===== src/rtl/mips_pkg.sv =====
// ============================================================================
// Module : mips_pkg
// Brief  : Shared types and constants for the multicycle MIPS datapath.
// Rev    : 1.0  initial release
// ============================================================================
`default_nettype none

package mips_pkg;

    localparam int unsigned WORD_W = 32;

    typedef enum logic [1:0] {
        PCSRC_ALU    = 2'b00,
        PCSRC_ALUOUT = 2'b01,
        PCSRC_JUMP   = 2'b10
    } pcsrc_t;

    localparam logic [5:0] OP_RTYPE = 6'b000000;
    localparam logic [5:0] OP_LW    = 6'b100011;
    localparam logic [5:0] OP_SW    = 6'b101011;
    localparam logic [5:0] OP_BEQ   = 6'b000100;
    localparam logic [5:0] OP_BNE   = 6'b000101;
    localparam logic [5:0] OP_ADDI  = 6'b001000;
    localparam logic [5:0] OP_J     = 6'b000010;

endpackage

`default_nettype wire


===== src/rtl/flopenr.sv =====
// ============================================================================
// Module : flopenr
// Brief  : Enabled register with synchronous active-high reset to RESET_VAL.
// Rev    : 1.0  initial release
// ============================================================================
`default_nettype none

module flopenr #(
    parameter int unsigned      WIDTH     = 32,
    parameter logic [WIDTH-1:0] RESET_VAL = '0
) (
    input  logic             clk,
    input  logic             rst,
    input  logic             en_i,
    input  logic [WIDTH-1:0] d_i,
    output logic [WIDTH-1:0] q_o
);

    logic [WIDTH-1:0] q_q;

    always_ff @(posedge clk) begin
        if (rst) begin
            q_q <= RESET_VAL;
        end else if (en_i) begin
            q_q <= d_i;
        end
    end

    assign q_o = q_q;

endmodule

`default_nettype wire


===== src/rtl/mips_fetch_regs.sv =====
// ============================================================================
// Module : mips_fetch_regs
// Brief  : PC/IR/Data/ALUOut register bank with next-PC logic and decode.
//          Optional fetch counter enabled by macro FETCH_CNT_EN.
// Rev    : 1.0  initial release
// ============================================================================
`default_nettype none

module mips_fetch_regs
    import mips_pkg::*;
#(
    parameter logic [31:0] RESET_PC = 32'h0000_0000
) (
    input  logic        clk,
    input  logic        rst,
    input  logic        PCWrite,
    input  logic        Branch,
    input  logic        BranchNE,
    input  logic        IRWrite,
    input  logic        IorD,
    input  logic [1:0]  PCSrc,
    input  logic [31:0] ALUResult,
    input  logic        Zero,
    input  logic [31:0] ReadData,
    output logic [31:0] pc,
    output logic [31:0] Adr,
    output logic [31:0] instr,
    output logic [5:0]  opcode,
    output logic [5:0]  funct,
    output logic [4:0]  rs,
    output logic [4:0]  rt,
    output logic [4:0]  rd,
    output logic [31:0] SignImm,
    output logic [31:0] Data,
    output logic [31:0] ALUOut,
    output logic        PCEn,
    output logic [31:0] fetch_count
);

    logic [WORD_W-1:0] pc_q;
    logic [WORD_W-1:0] pc_d;
    logic [WORD_W-1:0] instr_q;
    logic [WORD_W-1:0] data_q;
    logic [WORD_W-1:0] aluout_q;

    assign PCEn = PCWrite | (Branch & Zero) | (BranchNE & ~Zero);

    // Reserved select feeds the current PC back so the write is a no-op.
    always_comb begin
        pc_d = pc_q;
        case (pcsrc_t'(PCSrc))
            PCSRC_ALU:    pc_d = ALUResult;
            PCSRC_ALUOUT: pc_d = aluout_q;
            PCSRC_JUMP:   pc_d = {pc_q[31:28], instr_q[25:0], 2'b00};
            default:      pc_d = pc_q;
        endcase
    end

    flopenr #(.WIDTH(WORD_W), .RESET_VAL(RESET_PC)) u_pc_reg (
        .clk  (clk),
        .rst  (rst),
        .en_i (PCEn),
        .d_i  (pc_d),
        .q_o  (pc_q)
    );

    flopenr #(.WIDTH(WORD_W), .RESET_VAL('0)) u_ir_reg (
        .clk  (clk),
        .rst  (rst),
        .en_i (IRWrite),
        .d_i  (ReadData),
        .q_o  (instr_q)
    );

    flopenr #(.WIDTH(WORD_W), .RESET_VAL('0)) u_data_reg (
        .clk  (clk),
        .rst  (rst),
        .en_i (1'b1),
        .d_i  (ReadData),
        .q_o  (data_q)
    );

    flopenr #(.WIDTH(WORD_W), .RESET_VAL('0)) u_aluout_reg (
        .clk  (clk),
        .rst  (rst),
        .en_i (1'b1),
        .d_i  (ALUResult),
        .q_o  (aluout_q)
    );

    assign pc      = pc_q;
    assign instr   = instr_q;
    assign Data    = data_q;
    assign ALUOut  = aluout_q;
    assign Adr     = IorD ? aluout_q : pc_q;

    assign opcode  = instr_q[31:26];
    assign rs      = instr_q[25:21];
    assign rt      = instr_q[20:16];
    assign rd      = instr_q[15:11];
    assign funct   = instr_q[5:0];
    assign SignImm = {{16{instr_q[15]}}, instr_q[15:0]};

`ifdef FETCH_CNT_EN
    logic [WORD_W-1:0] fcnt_q;
    logic [WORD_W-1:0] fcnt_d;

    assign fcnt_d = fcnt_q + 32'd1;

    always_ff @(posedge clk) begin
        if (rst) begin
            fcnt_q <= '0;
        end else if (IRWrite) begin
            fcnt_q <= fcnt_d;
        end
    end

    assign fetch_count = fcnt_q;
`else
    assign fetch_count = '0;
`endif

endmodule

`default_nettype wire


===== config.mk =====
export PLATFORM = sky130hd
export DESIGN_NAME = mips_fetch_regs
export DESIGN_NICKNAME = d
export VERILOG_FILES = /design/src/rtl/mips_pkg.sv /design/src/rtl/flopenr.sv /design/src/rtl/mips_fetch_regs.sv
export SDC_FILE = /design/constraint.sdc
export NUM_CORES = 1
export LEC_CHECK = 0
export ABC_CLOCK_PERIOD_IN_PS = 2300
export CORE_AREA = 2 2 126 128
export DETAILED_ROUTE_END_ITERATION = 10
export DIE_AREA = 0 0 128 130
export DONT_BUFFER_PORTS = 1
export PLACE_DENSITY = 0.58
export SYNTH_ARGS = -nofsm -noshare
export SYNTH_HDL_FRONTEND = slang
export SYNTH_HIERARCHICAL = 1
export SYNTH_SLANG_ARGS = --single-unit

===== constraint.sdc =====
create_clock -name clk -period 2.3 [get_ports clk]
set_input_delay 0.575 -clock clk [delete_from_list [all_inputs] [get_ports clk]]
set_output_delay 0.575 -clock clk [all_outputs]
set_load 0.02 [all_outputs]

==> summary.md, run 1 <==
| Metric | Value |
|---|---|
| Vias post-DR | `3840` |
| CTS root buf | `clkbuf_16` |
| Slew @ Worst Pin | `755.8 ps` |
| WP buf/inv | `1` |
| PostCTS Resize Cnt | `0` |
| Synth area leader | `dfxtp_1` |
| Worst r2r src | `u_ir_reg/q_o[1]$_SDFFE_PP0P_` |
| Worst Setup Slack, final | `377.0 ps` |
| Pwr Density | `922.5 nW/um^2` |
| Unique masters post-synth | `19` |
| Clk_lat worst skew | `410 ps` |
| Clock sink count | `128` |
| Slew HR | `49.54%` |
| Final Net Count | `591` |
| CP Capture Type | `primary output` |
| 1st-iter DRT viols | `128` |
| Cells after Synth | `595` |
| Antenna violations before repair | `0` |
| Port bufs | `0` |
| Synth top area share | `39.19%` |
| WS Path Type | `register to primary output` |
| Worst Clk Skew | `6.936 ps` |
| Final Hold Violating Endpoints | `0` |
| Slowest library cell on the worst path | `dfxtp_4` |
| H-tree depth | `4` |
| RSZ-0062 raised after global routing | `no` |
| Max-slew violations | `0` |
| Critical Path Fanout Max | `14` |
| Total Wirelength | `14.58 mm` |
| Largest delay share family, worst path | `flip-flops` |
| Max incr delay on CP | `570 ps` |
| Inserted Diodes | `0` |
| Yosys warns | `6` |
| Die Wd | `128 microns` |
| DR pass1 iterations | `4` |
| Avg Inst Size Synth | `10.99 sq um` |
| Layout area overhead | `-1.933%` |
| First-pass GRT wire length | `21.48 mm` |
| Max-cap viol count | `0` |
| ANT nets after route | `0` |
| Register area share after synthesis | `39.19%` |
| Largest net degree at the start of global routing | `129` |
| Hold Startpoint | `rst` |
| Area contributors post-synth | `dfxtp_1, mux2i_1, buf_4` |
| Clk buf depth | `2` |
| Core area | `15420 sq um` |
| Dpl ws | `479.8 ps` |
| Final Critical Period | `1923 ps` |
| Reg clk slew, reported paths | `70 ps` |
| Cell Area, Placed | `5828 sq um` |
| GPL Wtd Cong | `0.7946` |
| Layout cells sized above 1 | `16.60%` |
| Final setup TNS | `0 ps` |
| Worst Path Arrival | `1350 ps` |
| Vias in the first global route | `3867` |
| Fin crit share | `83.61%` |
| Hpwl dp | `9.902 mm` |
| Critical Path RT | `1730 ps` |
| Die Y | `130 microns` |
| Final setup fails | `0` |
| Seq cells post-synth | `128` |
| Total DRC errors in the routed layout | `0` |
| Worst min path class | `input pin to register` |
| Initial Utilization | `42.39%` |
| Vias per inst | `5.319` |
| Hold WS | `223.0 ps` |
| Crit path launch | `u_ir_reg/q_o[15]$_SDFFE_PP0P_` |
| VDD IR max | `0.4748 mV` |
| Site row count | `46` |
| Num CTS Buffers | `17` |
| Post-route cell area | `6412 sq um` |
| Postcts setup bufs | `0` |
| Pleak | `2.926 nW` |
| Die area | `16640 sq um` |
| I/O pin cnt | `326` |
| Drt wl/cell | `20.19 microns` |
| Grt total ovfl | `0` |
| Startpoint type of the worst setup path | `register` |
| Max frequency | `520.0 MHz` |
| Layout fillers | `1483` |
| Status | `completed` |
| GRT Util Overall | `16.85%` |
| Synthesized cell area | `6539 sq um` |
| Critical-path cell list | `buf_12` |
| Cts hold-fix bufs | `0` |
| CTS tree | `built` |
synth_stat cells (all sizes together):
cell type and n:
a211o 1, buf 116, clkbuf 15, conb 2, dfxtp 128, mux2 32, mux2i 134, mux4 26
nand2 4, nand3 2, nor2 128, nor2b 1, o21ai 6
state kept, by name, summed over array words and instances, names as in the netlist:
signal,cells
u_aluout_reg/q_o,32
u_pc_reg/q_o,32
u_data_reg/q_o,32
u_ir_reg/q_o,32
per-layer routing:
layer	wire length, microns	vias to the layer above	global-route usage, %	part of all wire (%)
li1	-	1757	-	-
met1	5769	1844	19.51	40
met2	7169	225	27.84	49
met3	1427	14	6.970	9.8
met4	208	0	6.852	1.4
met5	0	-	0	0
final timing paths:
kind,endpoint,cells after the start,slack [ps]
setup reg to reg,u_pc_reg/q_o[3]$_SDFFE_PP0P_,3,840
hold / removal,u_ir_reg/q_o[28]$_SDFFE_PP0P_,1,220
hold reg to reg,u_pc_reg/q_o[9]$_SDFFE_PP0P_,2,640
setup / recovery,SignImm[18],1,380
metrics by stage:
step                      cells  total power [mW]  util (%)
final                       722             5.915     41.57
after detailed placement    690             3.321     37.78
after floorplan             627             3.471         -
after CTS                   722             5.984     41.57
after global routing        722             6.147     41.57
after global placement      690             3.302     37.78
layout by cell type, fill, tap and decap left out:
cell	netlist	final
dfxtp_1	128	127
dfxtp_4	0	1
mux2_1	2	2
a211o_2	0	1
mux4_1	4	4
nand2_1	4	4
inv_8	0	6
o21ai_0	6	6
mux2_2	30	30
clkbuf_16	0	17
mux2i_1	134	134
nand3_1	2	2
clkinv_8	0	2
conb_1	2	34
mux4_2	22	22
inv_6	0	5
nor2b_1	1	1
nor2_1	128	128
buf_12	14	2
clkinvlp_4	0	2
power by group:
part | switching (mW) | internal (mW) | total [mW] | leakage (nW)
registers | 0.379 | 2.35 | 2.73 | 1.06
clock network | 1.18 | 1.46 | 2.64 | 0.283
logic | 0.282 | 0.262 | 0.544 | 1.59
total | 1.84 | 4.07 | 5.92 | 2.93
cells by family (layout without fill, tap and decap cells):
logic type             after synthesis  count (layout)  synth area share, %
AOI/OAI and AO/OA                    7               7               0.5932
buffers and inverters              131              34                17.07
other                                2              34               0.1149
muxes                              192             192                35.21
and+or+nand+nor                    135             135                7.826
DFF                                128             128                39.19
cell type report:
cell class / instances / area, sq um / share of cell area, %
sequential: 128 / 2566 / 40.02
timing repair buffer: 2 / 40.04 / 0.6244
clock inverter: 15 / 158.9 / 2.478
tap: 192 / 240.2 / 3.746
multi-input combinational: 368 / 2982 / 46.50
clock buffer: 17 / 425.4 / 6.634
No activity file was read; power rests on OpenSTA's default activity.
==> inputs of run 2 (changes only) <==
- ABC_CLOCK_PERIOD_IN_PS: 2300 -> 2000
- clock period: 2.3 -> 2 ns (I/O delays scaled with it)
==> run 2 against run 1 <==
Effect of this change:
- hold slack worse by 66 ps
- core utilization about the same
- sequential share of layout area about the same
- first-iteration DRC count up 48%
- global-route usage down 0.25 points
- die area unchanged
==> summary.md, run 2 (synthesized netlist as in run 1, its figures left out) <==
| Metric | Value |
|---|---|
| Status | `completed` |
| Clock sink count | `128 (unchanged)` |
| Inserted Diodes | `0 (unchanged)` |
| Crit path launch | `u_ir_reg/q_o[15]$_SDFFE_PP0P_` |
| Max-slew violations | `0 (unchanged)` |
| Core area | `15420 sq um (unchanged)` |
| Postcts setup bufs | `0 (unchanged)` |
| CP Capture Type | `primary output` |
| Hpwl dp | `9.928 mm (+0.26%)` |
| Layout area overhead | `-1.837% (about the same)` |
| Critical Path Fanout Max | `14 (unchanged)` |
| Slowest library cell on the worst path | `dfxtp_4` |
| Worst Path Arrival | `1330 ps (-20 ps)` |
| Reg clk slew, reported paths | `60 ps (about the same)` |
| Most frequent cells in the layout | `mux2i_1, nor2_1, dfxtp_1` |
| Clock Power Share | `44.2% (-0.4 points)` |
| Final Critical Period | `1835 ps` |
| Clk_lat worst skew | `410 ps (about the same)` |
| Clk buf depth | `2 (unchanged)` |
| Die Y | `130 microns (unchanged)` |
| Final setup fails | `0 (unchanged)` |
| Total Wirelength | `14.47 mm (-0.73%)` |
| Worst reg2reg path depth | `3 (unchanged)` |
| Max frequency | `545.0 MHz` |
| Max-cap viol count | `0 (unchanged)` |
| ANT nets after route | `0 (unchanged)` |
| Pwr Density | `1053 nW/um^2 (+14%)` |
| I/O pin cnt | `326 (unchanged)` |
| Initial Utilization | `42.39% (unchanged)` |
| Sw Share | `29.51% (-1.7 points)` |
| Startpoint type of the worst setup path | `register` |
| WS Path Type | `register to primary output` |
| H-tree depth | `4 (unchanged)` |
| 1st-iter DRT viols | `189 (+48%)` |
| Layout cells sized above 1 | `16.92% (+0.31 points)` |
| Critical R2R Capture | `u_pc_reg/q_o[4]$_SDFFE_PP0P_` |
| GRT Util Overall | `16.60% (-0.25 points)` |
| Final Net Count | `593 (+0.34%)` |
| Crit path to | `SignImm[18]` |
| First-pass GRT wire length | `21.14 mm (-1.6%)` |
| Site row count | `46 (unchanged)` |
| Fin crit share | `91.75%` |
| Final core utilization | `41.61% (about the same)` |
| Vias post-DR | `3822 (-0.47%)` |
| Largest delay share family, worst path | `flip-flops` |
| Critical Path RT | `1500 ps (-230 ps)` |
| Final setup TNS | `0 ps (unchanged)` |
| VDD IR max | `0.7813 mV (+65%)` |
| CTS root buf | `clkbuf_16` |
| Grt total ovfl | `0 (unchanged)` |
| Worst Clk Skew | `6.491 ps (-0.4453 ps)` |
| Antenna violations before repair | `0 (unchanged)` |
| Combinational power share | `9.4% (+0.2 points)` |
| PostCTS Resize Cnt | `0 (unchanged)` |
| Sequential share of power | `46.4% (+0.2 points)` |
| Vias in the first global route | `3817 (-1.3%)` |
| DR pass1 iterations | `4 (unchanged)` |
| Num CTS Buffers | `17 (unchanged)` |
| Reg2reg setup slack | `540 ps (-300 ps)` |
| Int Pwr | `4.764 mW (+17%)` |
| Max incr delay on CP | `560 ps (about the same)` |
| Vias per inst | `5.279 (-0.74%)` |
| Most common cell after layout, fill and taps aside | `mux2i_1` |
| Total DRC errors in the routed layout | `0 (unchanged)` |
| Worst r2r src | `u_ir_reg/q_o[2]$_SDFFE_PP0P_` |
| Drt wl/cell | `19.98 microns (-1.0%)` |
| WP buf/inv | `1 (unchanged)` |
| Slew @ Worst Pin | `776.6 ps (+20.79 ps)` |
| Die area | `16640 sq um (unchanged)` |
| Cts hold-fix bufs | `0 (unchanged)` |
| Slew HR | `48.15% (-1.4 points)` |
| Port bufs | `0 (unchanged)` |
| Critical path depth in cells | `1 (unchanged)` |
| Die Wd | `128 microns (unchanged)` |
| GPL Wtd Cong | `0.7952 (about the same)` |
| Psw | `1.995 mW (+8.1%)` |
| Critical-path cell list | `buf_12` |
| Final Hold Violating Endpoints | `0 (unchanged)` |
| Largest net degree at the start of global routing | `129 (unchanged)` |
| CTS tree | `built` |
| Pleak | `2.938 nW (+0.40%)` |
| Worst min path class | `input pin to register` |
| RSZ-0062 raised after global routing | `no` |
run 2: layer usage:
metal / vias to the layer above / global-route usage [%] / part of all wire (%)
li1: 1758 / - / -
met1: 1856 / 19.31 / 41
met2: 198 / 28.28 / 50
met3: 10 / 6.437 / 8.3
met4: 0 / 5.430 / 1.4
met5: - / 0 / 0
run 2: layout make-up:
type	count	area [sq um]
repair buffers	4	55.05
flip-flops and latches	128	2566
fillers	1479	9006
clock inverters	15	150.1
clock buffers	17	425.4
multi-input cells	368	2982
well taps	192	240.2
run 2: worst min-delay path by stage:
stage | startpoint | endpoint | slack, ps | cells after the start
after global placement | rst | u_ir_reg/q_o[28]$_SDFFE_PP0P_ | 580 | 1
after floorplan | rst | u_aluout_reg/q_o[29]$_SDFFE_PP0P_ | 570 | 1
after CTS | rst | u_ir_reg/q_o[28]$_SDFFE_PP0P_ | 140 | 1
after detailed placement | rst | u_data_reg/q_o[21]$_SDFFE_PP0P_ | 580 | 1
final | rst | u_ir_reg/q_o[28]$_SDFFE_PP0P_ | 160 | 1
after global routing | rst | u_data_reg/q_o[28]$_SDFFE_PP0P_ | 130 | 1
run 2: power by group through the flow:
stage               Combinational (mW)  Clock [mW]  Sequential [mW]
CTS                              0.624        3.08             3.14
global placement                 0.608           0             3.19
detailed placement               0.623           0             3.20
finish                           0.633        2.99             3.14
global route                     0.686        3.19             3.16
floorplan                        0.930           0             3.06
run 2: metrics by stage:
step	instances	power [mW]	worst slack [ps]	hold slack, ps	area, sq um
2_1_floorplan	627	3.992	195.1	572.4	6659
4_1_cts	724	6.847	135.5	136.1	6419
3_5_place_dp	692	3.822	246.4	583.8	5843
3_3_place_gp	692	3.801	303.3	582.2	5843
5_1_grt	724	7.041	99.43	126.6	6419
6_report	724	6.758	165.0	157.0	6419
==> inputs of run 3 (changes only) <==
- ABC_CLOCK_PERIOD_IN_PS: 2000 -> 1500
- PLACE_DENSITY: 0.58 -> 0.61
- clock period: 2 -> 1.5 ns (I/O delays scaled with it)
==> run 3 against run 2 <==
Effect of this change:
- the flow now finishes with violations (negative setup slack)
- sequential cell count stayed put
- worst setup slack worse by 180 ps
- die area is the same
- cell count increased by 5.2%
- clock power up 58%
- clock-buffer cell count up 2
- via count grew 6.4%
- total power up 46%
- combinational power grew 85%
- register-to-register slack got worse by 290 ps
- non-clock buffer count increased by 38
- hold slack worse by 120 ps
==> summary.md, run 3 (synthesized netlist as in run 1, its figures left out) <==
| Metric | Value |
|---|---|
| Vias per inst | `5.339 (+1.1%)` |
| WS Path Type | `register to primary output` |
| Layout cells sized above 1 | `31.75% (+15 points)` |
| Vias post-DR | `4068 (+6.4%)` |
| Pwr Density | `1400 nW/um^2 (+33%)` |
| Largest delay share family, worst path | `flip-flops` |
| Port bufs | `0 (unchanged)` |
| Die Y | `130 microns (unchanged)` |
| Slowest library cell on the worst path | `dfxtp_4` |
| Cts hold-fix bufs | `0 (unchanged)` |
| Max incr delay on CP | `360 ps (-200 ps)` |
| I/O pin cnt | `326 (unchanged)` |
| Clk buf depth | `2 (unchanged)` |
| Most common cell after layout, fill and taps aside | `mux2i_1` |
| Antenna violations before repair | `0 (unchanged)` |
| Final setup TNS | `-271.0 ps (-271.0 ps)` |
| ANT nets after route | `0 (unchanged)` |
| Total Wirelength | `15.23 mm (+5.3%)` |
| Core area | `15420 sq um (unchanged)` |
| Critical Path Fanout Max | `19 (+5)` |
| Final Hold Violating Endpoints | `0 (unchanged)` |
| Critical-path cell list | `buf_16` |
| Worst Clk Skew | `5.695 ps (-0.7958 ps)` |
| Die area | `16640 sq um (unchanged)` |
| Vias in the first global route | `4118 (+7.9%)` |
| GRT Util Overall | `17.53% (+0.93 points)` |
| Failing checks | `negative setup slack` |
| WP buf/inv | `1 (unchanged)` |
| Largest net degree at the start of global routing | `129 (unchanged)` |
| Final setup fails | `19 (+19)` |
| GPL Wtd Cong | `0.7986 (+0.43%)` |
| Reg clk slew, reported paths | `60 ps (about the same)` |
| Max frequency | `660.0 MHz` |
| First-pass GRT wire length | `22.22 mm (+5.1%)` |
| Final Net Count | `631 (+6.4%)` |
| Inserted Diodes | `0 (unchanged)` |
| RSZ-0062 raised after global routing | `yes` |
| Startpoint type of the worst setup path | `register` |
| Max-slew violations | `0 (unchanged)` |
| Site row count | `46 (unchanged)` |
| CP Capture Type | `primary output` |
| Layout area overhead | `7.941%` |
| Final core utilization | `45.76% (+4.1 points)` |
| Total DRC errors in the routed layout | `0 (unchanged)` |
| Fin crit share | `101.0%` |
| Final Power | `9.880 mW (+46%)` |
| Num CTS Buffers | `17 (unchanged)` |
| Pleak | `3.288 nW (+12%)` |
| DR pass1 iterations | `4 (unchanged)` |
| Layout fillers | `1443 (-2.4%)` |
| 1st-iter DRT viols | `176 (-6.9%)` |
| H-tree depth | `4 (unchanged)` |
| CTS tree | `built` |
| Initial Utilization | `42.39% (unchanged)` |
| Status | `complete, but fails checks` |
| Worst min path class | `input pin to register` |
| Max-cap viol count | `0 (unchanged)` |
| Worst Path Arrival | `1140 ps (-190 ps)` |
| VDD IR max | `0.7166 mV (-8.3%)` |
| Grt total ovfl | `0 (unchanged)` |
| Final Critical Period | `1515 ps` |
| Critical Path RT | `1120 ps (-380 ps)` |
| Dpl ws | `138.0 ps (-108.4 ps)` |
| Clk_lat worst skew | `410 ps (about the same)` |
| Hpwl dp | `10.15 mm (+2.2%)` |
| Worst Setup Slack, final | `-15.12 ps (-180.1 ps)` |
| Clock sink count | `128 (unchanged)` |
| CTS root buf | `clkbuf_16` |
| Die Wd | `128 microns (unchanged)` |
| Drt wl/cell | `19.99 microns (about the same)` |
| Most frequent cells in the layout | `mux2i_1, nor2_1, dfxtp_1` |
| Hold WS | `32.72 ps (-124.3 ps)` |
-- run 3: metal layers --
metal | up-vias | track usage (%) | part of all wire (%)
met2 | 203 | 30.73 | 51
met3 | 16 | 6.273 | 7.7
met1 | 2010 | 19.55 | 40
met5 | - | 0 | 0
li1 | 1839 | - | -
met4 | 0 | 6.917 | 1.4
-- run 3: final cells by class --
cell class                 instances  area [sq um]  share of cell area (%)
clock buffer                      19         442.9                   6.275
clock inverter                    13         232.7                   3.297
multi-input combinational        368          3083                   43.68
sequential                       128          2711                   38.42
tap                              192         240.2                   3.404
timing repair buffer              42         347.8                   4.928
-- run 3: worst reg2reg max path, delay by kind of cell, from the launching register on --
kind,cells,cell delay (ps)
buffers and inverters,1,130
flip-flops,1,360
multiplexers,2,600
AND/OR/NAND/NOR,1,50
-- run 3: worst paths after layout --
path	slack, ps	cells after the start	start	endpoint
setup / recovery	-20	1	u_ir_reg/q_o[15]$_SDFFE_PP0P_	SignImm[26]
hold / removal	30	1	rst	u_data_reg/q_o[30]$_SDFFE_PP0P_
setup reg to reg	250	4	u_ir_reg/q_o[15]$_SDFFE_PP0P_	u_pc_reg/q_o[17]$_SDFFE_PP0P_
hold reg to reg	570	2	u_pc_reg/q_o[4]$_SDFFE_PP0P_	u_pc_reg/q_o[4]$_SDFFE_PP0P_
-- run 3: power by group --
group	internal, mW	switching (mW)	total (mW)
Clock	3.17	1.55	4.72
Sequential	3.60	0.385	3.99
Combinational	0.514	0.654	1.17
-- run 3: timing repair --
action,CTS,global route
endpoints found under the setup margin,45,45
buffers inserted,1,0
gates resized for setup,96,17
-- run 3: per-stage QoR --
stage | instance area, sq um | std cells
floorplan | 6661 | 627
global placement | 6121 | 729
detailed placement | 6121 | 729
CTS | 7014 | 762
global route | 7058 | 762
finish | 7058 | 762
==> patch 1 (settings of run 2) <==
Build with the macro `FETCH_CNT_EN` defined.
--- a/src/rtl/mips_fetch_regs.sv
+++ b/src/rtl/mips_fetch_regs.sv
@@ -5,6 +5,8 @@
 // Rev    : 1.0  initial release
 // ============================================================================
 `default_nettype none
+
+`define FETCH_CNT_EN
 
 module mips_fetch_regs
     import mips_pkg::*;
Behaviour: not the same (Yosys sat finds a counterexample within 4 cycles, from zero or initial values and one cycle with rst high).
==> patch 1 against run 2 <==
  * Routed wire length increased by 26%
  * Sequential share of layout area increased by 0.10 points
  * Sequential cell count increased by 32
  * Power increased by 8.2%
  * Via count increased by 36%
  * Core utilization increased by 10 points
  * Non-clock buffer count increased by 36
  * Synthesized area increased by 19%
  * Clock skew increased by 0.0042 ns
  * Cell area increased by 25%
  * Largest cell class unchanged
  * Critical path depth increased by 4
  * First-iteration DRC count increased by 40%
  * Worst setup slack got worse by 0.091 ns
==> patch 1: results (changes against run 2) <==
firstDrtPassIters: 4  # unchanged
post-cts-setup-buffers: 0  # unchanged
cts-root-buf: "clkbuf_16"
fin_nets: 767  # +29%
ys_seq_area_share_pct: 41.2  # +2.0 points
cts_inserted_buffers: 17  # unchanged
clock_path_buffers: 2  # unchanged
yosys_warnings: 6  # unchanged
min_delay_path_depth: 1  # unchanged
synth_top_area_share_pct: 41.2  # +2.0 points
grt_max_degree: 164  # +27%
routed_via_density: 5.81  # +10%
io_buffer_count: 0  # unchanged
cts_tree: "done"
dp_hpwl_um: 12200  # +23%
reg2reg_depth: 5  # +2
slew_headroom_pct: 53.5  # +5.3 points
async_flop_share_pct: 0  # unchanged
grt_pass1_vias: 5162  # +35%
p_sw_share_pct: 27.2  # -2.3 points
cpMaxStageDelayCell: "or4_1"
grt_antenna_before_repair: 0  # unchanged
finClkSkew_ns: 0.0107  # +0.00422 ns
hold_path.class: "primary input to flop"
synth_common_cells: "dfxtp_1, nor2_1, mux2i_1"
drt_iter0_drc: 264  # +40%
place_area_um2: 7470  # +28%
synth_cell_types: 37  # +18
cp_max_fo: 17  # +3
htree_levels: 4  # unchanged
path_clk_slew_ns: 0.06  # about the same
ir_worst_vdd_uv: 588  # -25%
critPathMaxStageDelay_ns: 0.50  # -0.06 ns
grt_use_total_pct: 21.3  # +4.7 points
grt_pass1_wl_um: 27600  # +30%
clk_latency_ns: 0.42
status: "finished, final reports clean"
place.gp.congestion: 0.791  # -0.54%
drive_above_1_share_pct: 20.6  # +3.7 points
cp_top_family: "simple AND/OR/NAND/NOR gates"
diodes: 0  # unchanged
pre_cts_slack_ns: -0.0424  # -0.289 ns
total_leakage_power_uw: 0.00339  # +15%
synth_area_leaders: "dfxtp_1, mux2i_1, mux4_2"
routedWlPerCell_um: 20.3  # +1.6%
## patch 1: changes by cell type after synthesis, sizes merged, moves of 7 or more
cell / before / now
dfxtp: 128 / 160
nand2: 4 / 17
or3: 0 / 9
nand4: 0 / 10
clkbuf: 15 / 22
buf: 116 / 87
a21oi: 0 / 17
xnor2: 0 / 7
o31ai: 0 / 9
or4: 0 / 12
o21ai: 6 / 15
nor2: 128 / 143
## patch 1: worst paths after layout
| kind | start | to | slack, ns |
|---|---|---|---|
| max | fetch_count[0] | fetch_count[16] | 0.07 |
| min | rst | fetch_count[7] | 0.14 |
| max reg2reg | fetch_count[0] | fetch_count[16] | 0.07 |
| min reg2reg | fetch_count[27] | fetch_count[27] | 0.51 |
## patch 1: final cells by class
type | count | area [um^2]
multi-input combinational | 467 | 3690
inverter | 6 | 22.5
sequential | 160 | 3210
fill | 1383 | 7410
tap | 192 | 240
clock inverter | 8 | 58.8
timing repair buffer | 40 | 325
clock buffer | 24 | 472
## patch 1: power groups by stage
stage               Clock, uW  Combinational (uW)  Sequential, uW
finish                   2920                 618            3780
global route             3120                 670            3800
CTS                      2990                 610            3780
detailed placement          0                 608            3850
global placement            0                 595            3840
floorplan                   0                 838            3730
## patch 1: layer usage
| metal | wire, um | share of wire [%] | global-route usage [%] | up-vias |
|---|---|---|---|---|
| li1 | - | - | - | 2439 |
| met1 | 7580 | 42 | 25.2 | 2545 |
| met2 | 9080 | 50 | 36.5 | 209 |
| met3 | 1270 | 7.0 | 6.97 | 17 |
| met4 | 278 | 1.5 | 7.63 | 0 |
| met5 | 0 | 0 | 0 | - |
## patch 1: cells by family after synthesis
kind of cell,count (synthesis),share of synthesized area (%)
muxes,194,29.7
AOI/OAI and AO/OA,43,3.16
buffers and inverters,115,11.6
adders and majority gates,1,0.161
and+or+nand+nor,216,12.9
xor gates and xnor gates,11,1.24
DFF,160,41.2
other,1,0.0483
## patch 1: timing repair
item | in CTS | in global routing
endpoints found under the setup margin | 8 | 4
pin swaps | 0 | 0
gates resized for setup | 1 | 4
## patch 1: worst reg2reg max path: cells and delay by family (launching register included)
family	cells	cell delay (ns)
AND/OR/NAND/NOR	3	1.07
flip-flops	1	0.37
AO/OA/AOI/OAI	1	0.21
adder cells (fa/ha/maj)	1	0.20
## patch 1: metrics by stage
step           power (uW)  utilization (%)  cells
2_1_floorplan        4570                -    742
3_5_place_dp         4460             48.4    865
6_report             7310             52.0    897
5_1_grt              7590             52.0    897
3_3_place_gp         4440             48.4    865
4_1_cts              7380             51.9    897
==> patch 2 (settings of run 2) <==
Made on the original files. Put a register stage on the output `Data`, without a reset. The value now appears one clock later. The other outputs are not delayed to match.
--- a/src/rtl/mips_fetch_regs.sv
+++ b/src/rtl/mips_fetch_regs.sv
@@ -90,7 +90,9 @@
 
     assign pc      = pc_q;
     assign instr   = instr_q;
-    assign Data    = data_q;
+    always_ff @(posedge clk) begin
+        Data <= data_q;
+    end
     assign ALUOut  = aluout_q;
     assign Adr     = IorD ? aluout_q : pc_q;
 
Behaviour: not the same (a bounded check fails within 4 cycles, from zero or initial values and one cycle with rst high).
==> patch 2 against run 2 <==
  * Non-clock buffer count increased by 2
  * Cell area increased by 11%
  * Routed wire length increased by 8.4%
  * Die area unchanged
  * Sequential share of layout area increased by 5.1 points
  * Power increased by 14%
  * Sequential power increased by 21%
  * Worst setup slack improved by 0.058 ns
  * Global-route usage increased by 1.3 points
  * Synthesized area increased by 9.8%
  * Sequential cell count increased by 32
  * Clock skew increased by 0.0016 ns
  * Critical path type unchanged
  * Critical endpoint is now Adr[19]
==> patch 2: results (changes against run 2) <==
ir_worst_vdd_uv: 607  # -22%
cpMaxStageDelayCell: "dfxtp_1"
cp_max_fo: 4  # -10
grt_pass1_vias: 3867  # +1.3%
pre_cts_slack_ns: 0.275  # +0.0290 ns
whs_ns: 0.142  # -0.0150 ns
firstDrtPassIters: 6  # +2
dp_hpwl_um: 10400  # +4.8%
total_leakage_power_uw: 0.00323  # +9.9%
fillers: 1406  # -4.9%
via_count: 4068  # +6.4%
grt_use_total_pct: 17.9  # +1.3 points
p_sw_share_pct: 28.7  # -0.77 points
synth_area_leaders: "dfxtp_1, mux2i_1, buf_4"
syn_inst: 627  # +5.4%
place.gp.congestion: 0.762  # -4.2%
drt_iter0_drc: 182  # -3.7%
wl_um: 15700  # +8.4%
grt_pass1_wl_um: 22400  # +6.1%
min_to: "u_data_reg/q_o[28]"
synth_common_cells: "dfxtp_1, mux2i_1, nor2_1"
drive_above_1_share_pct: 16.3  # -0.66 points
status: "finished, final reports clean"
comb_power_uw: 659  # +4.1%
reg2reg_slack_ns: 0.56  # +0.02 ns
worstMarginPinSlew_ns: 0.761  # -0.0152 ns
patch 2: cell types whose count changed after synthesis, sizes merged:
cell / delta
dfxtp: +32
patch 2: routing by layer:
metal / share of wire (%) / GRT usage [%] / wire length [um]
met5: 0 / 0 / 0
met1: 40 / 20.8 / 6270
met2: 49 / 29.9 / 7680
met3: 10 / 8.28 / 1610
met4: 0.80 / 4.91 / 125
patch 2: cells by family after synthesis:
group,share of synthesized area [%]
muxes,32.1
DFF,44.6
and+or+nand+nor,7.13
buffers and inverters,15.5
AOI/OAI and AO/OA,0.540
other,0.105
patch 2: final cells by class:
cell class	instances	area (um^2)	area share [%]
timing repair buffer	6	82.6	1.16
clock buffer	18	439	6.17
sequential	160	3210	45.1
multi-input combinational	368	2980	41.9
clock inverter	14	165	2.32
tap	192	240	3.38
patch 2: how the worst max path moves through the flow:
| stage | startpoint | end | slack [ns] | cells after the start |
|---|---|---|---|---|
| 6_report | u_aluout_reg/q_o[19] | Adr[19] | 0.22 | 1 |
| 5_1_grt | u_aluout_reg/q_o[18] | Adr[18] | 0.16 | 1 |
| 4_1_cts | u_aluout_reg/q_o[20] | Adr[20] | 0.18 | 1 |
| 3_5_place_dp | BranchNE | u_pc_reg/q_o[12] | 0.28 | 5 |
| 3_3_place_gp | BranchNE | u_pc_reg/q_o[11] | 0.30 | 5 |
| 2_1_floorplan | IorD | Adr[4] | 0.20 | 3 |
patch 2: per-stage QoR:
step / power [uW] / area (um^2)
6_report: 7730 / 7120
5_1_grt: 8040 / 7120
4_1_cts: 7830 / 7120
3_5_place_dp: 4530 / 6510
3_3_place_gp: 4510 / 6510
2_1_floorplan: 4690 / 7300
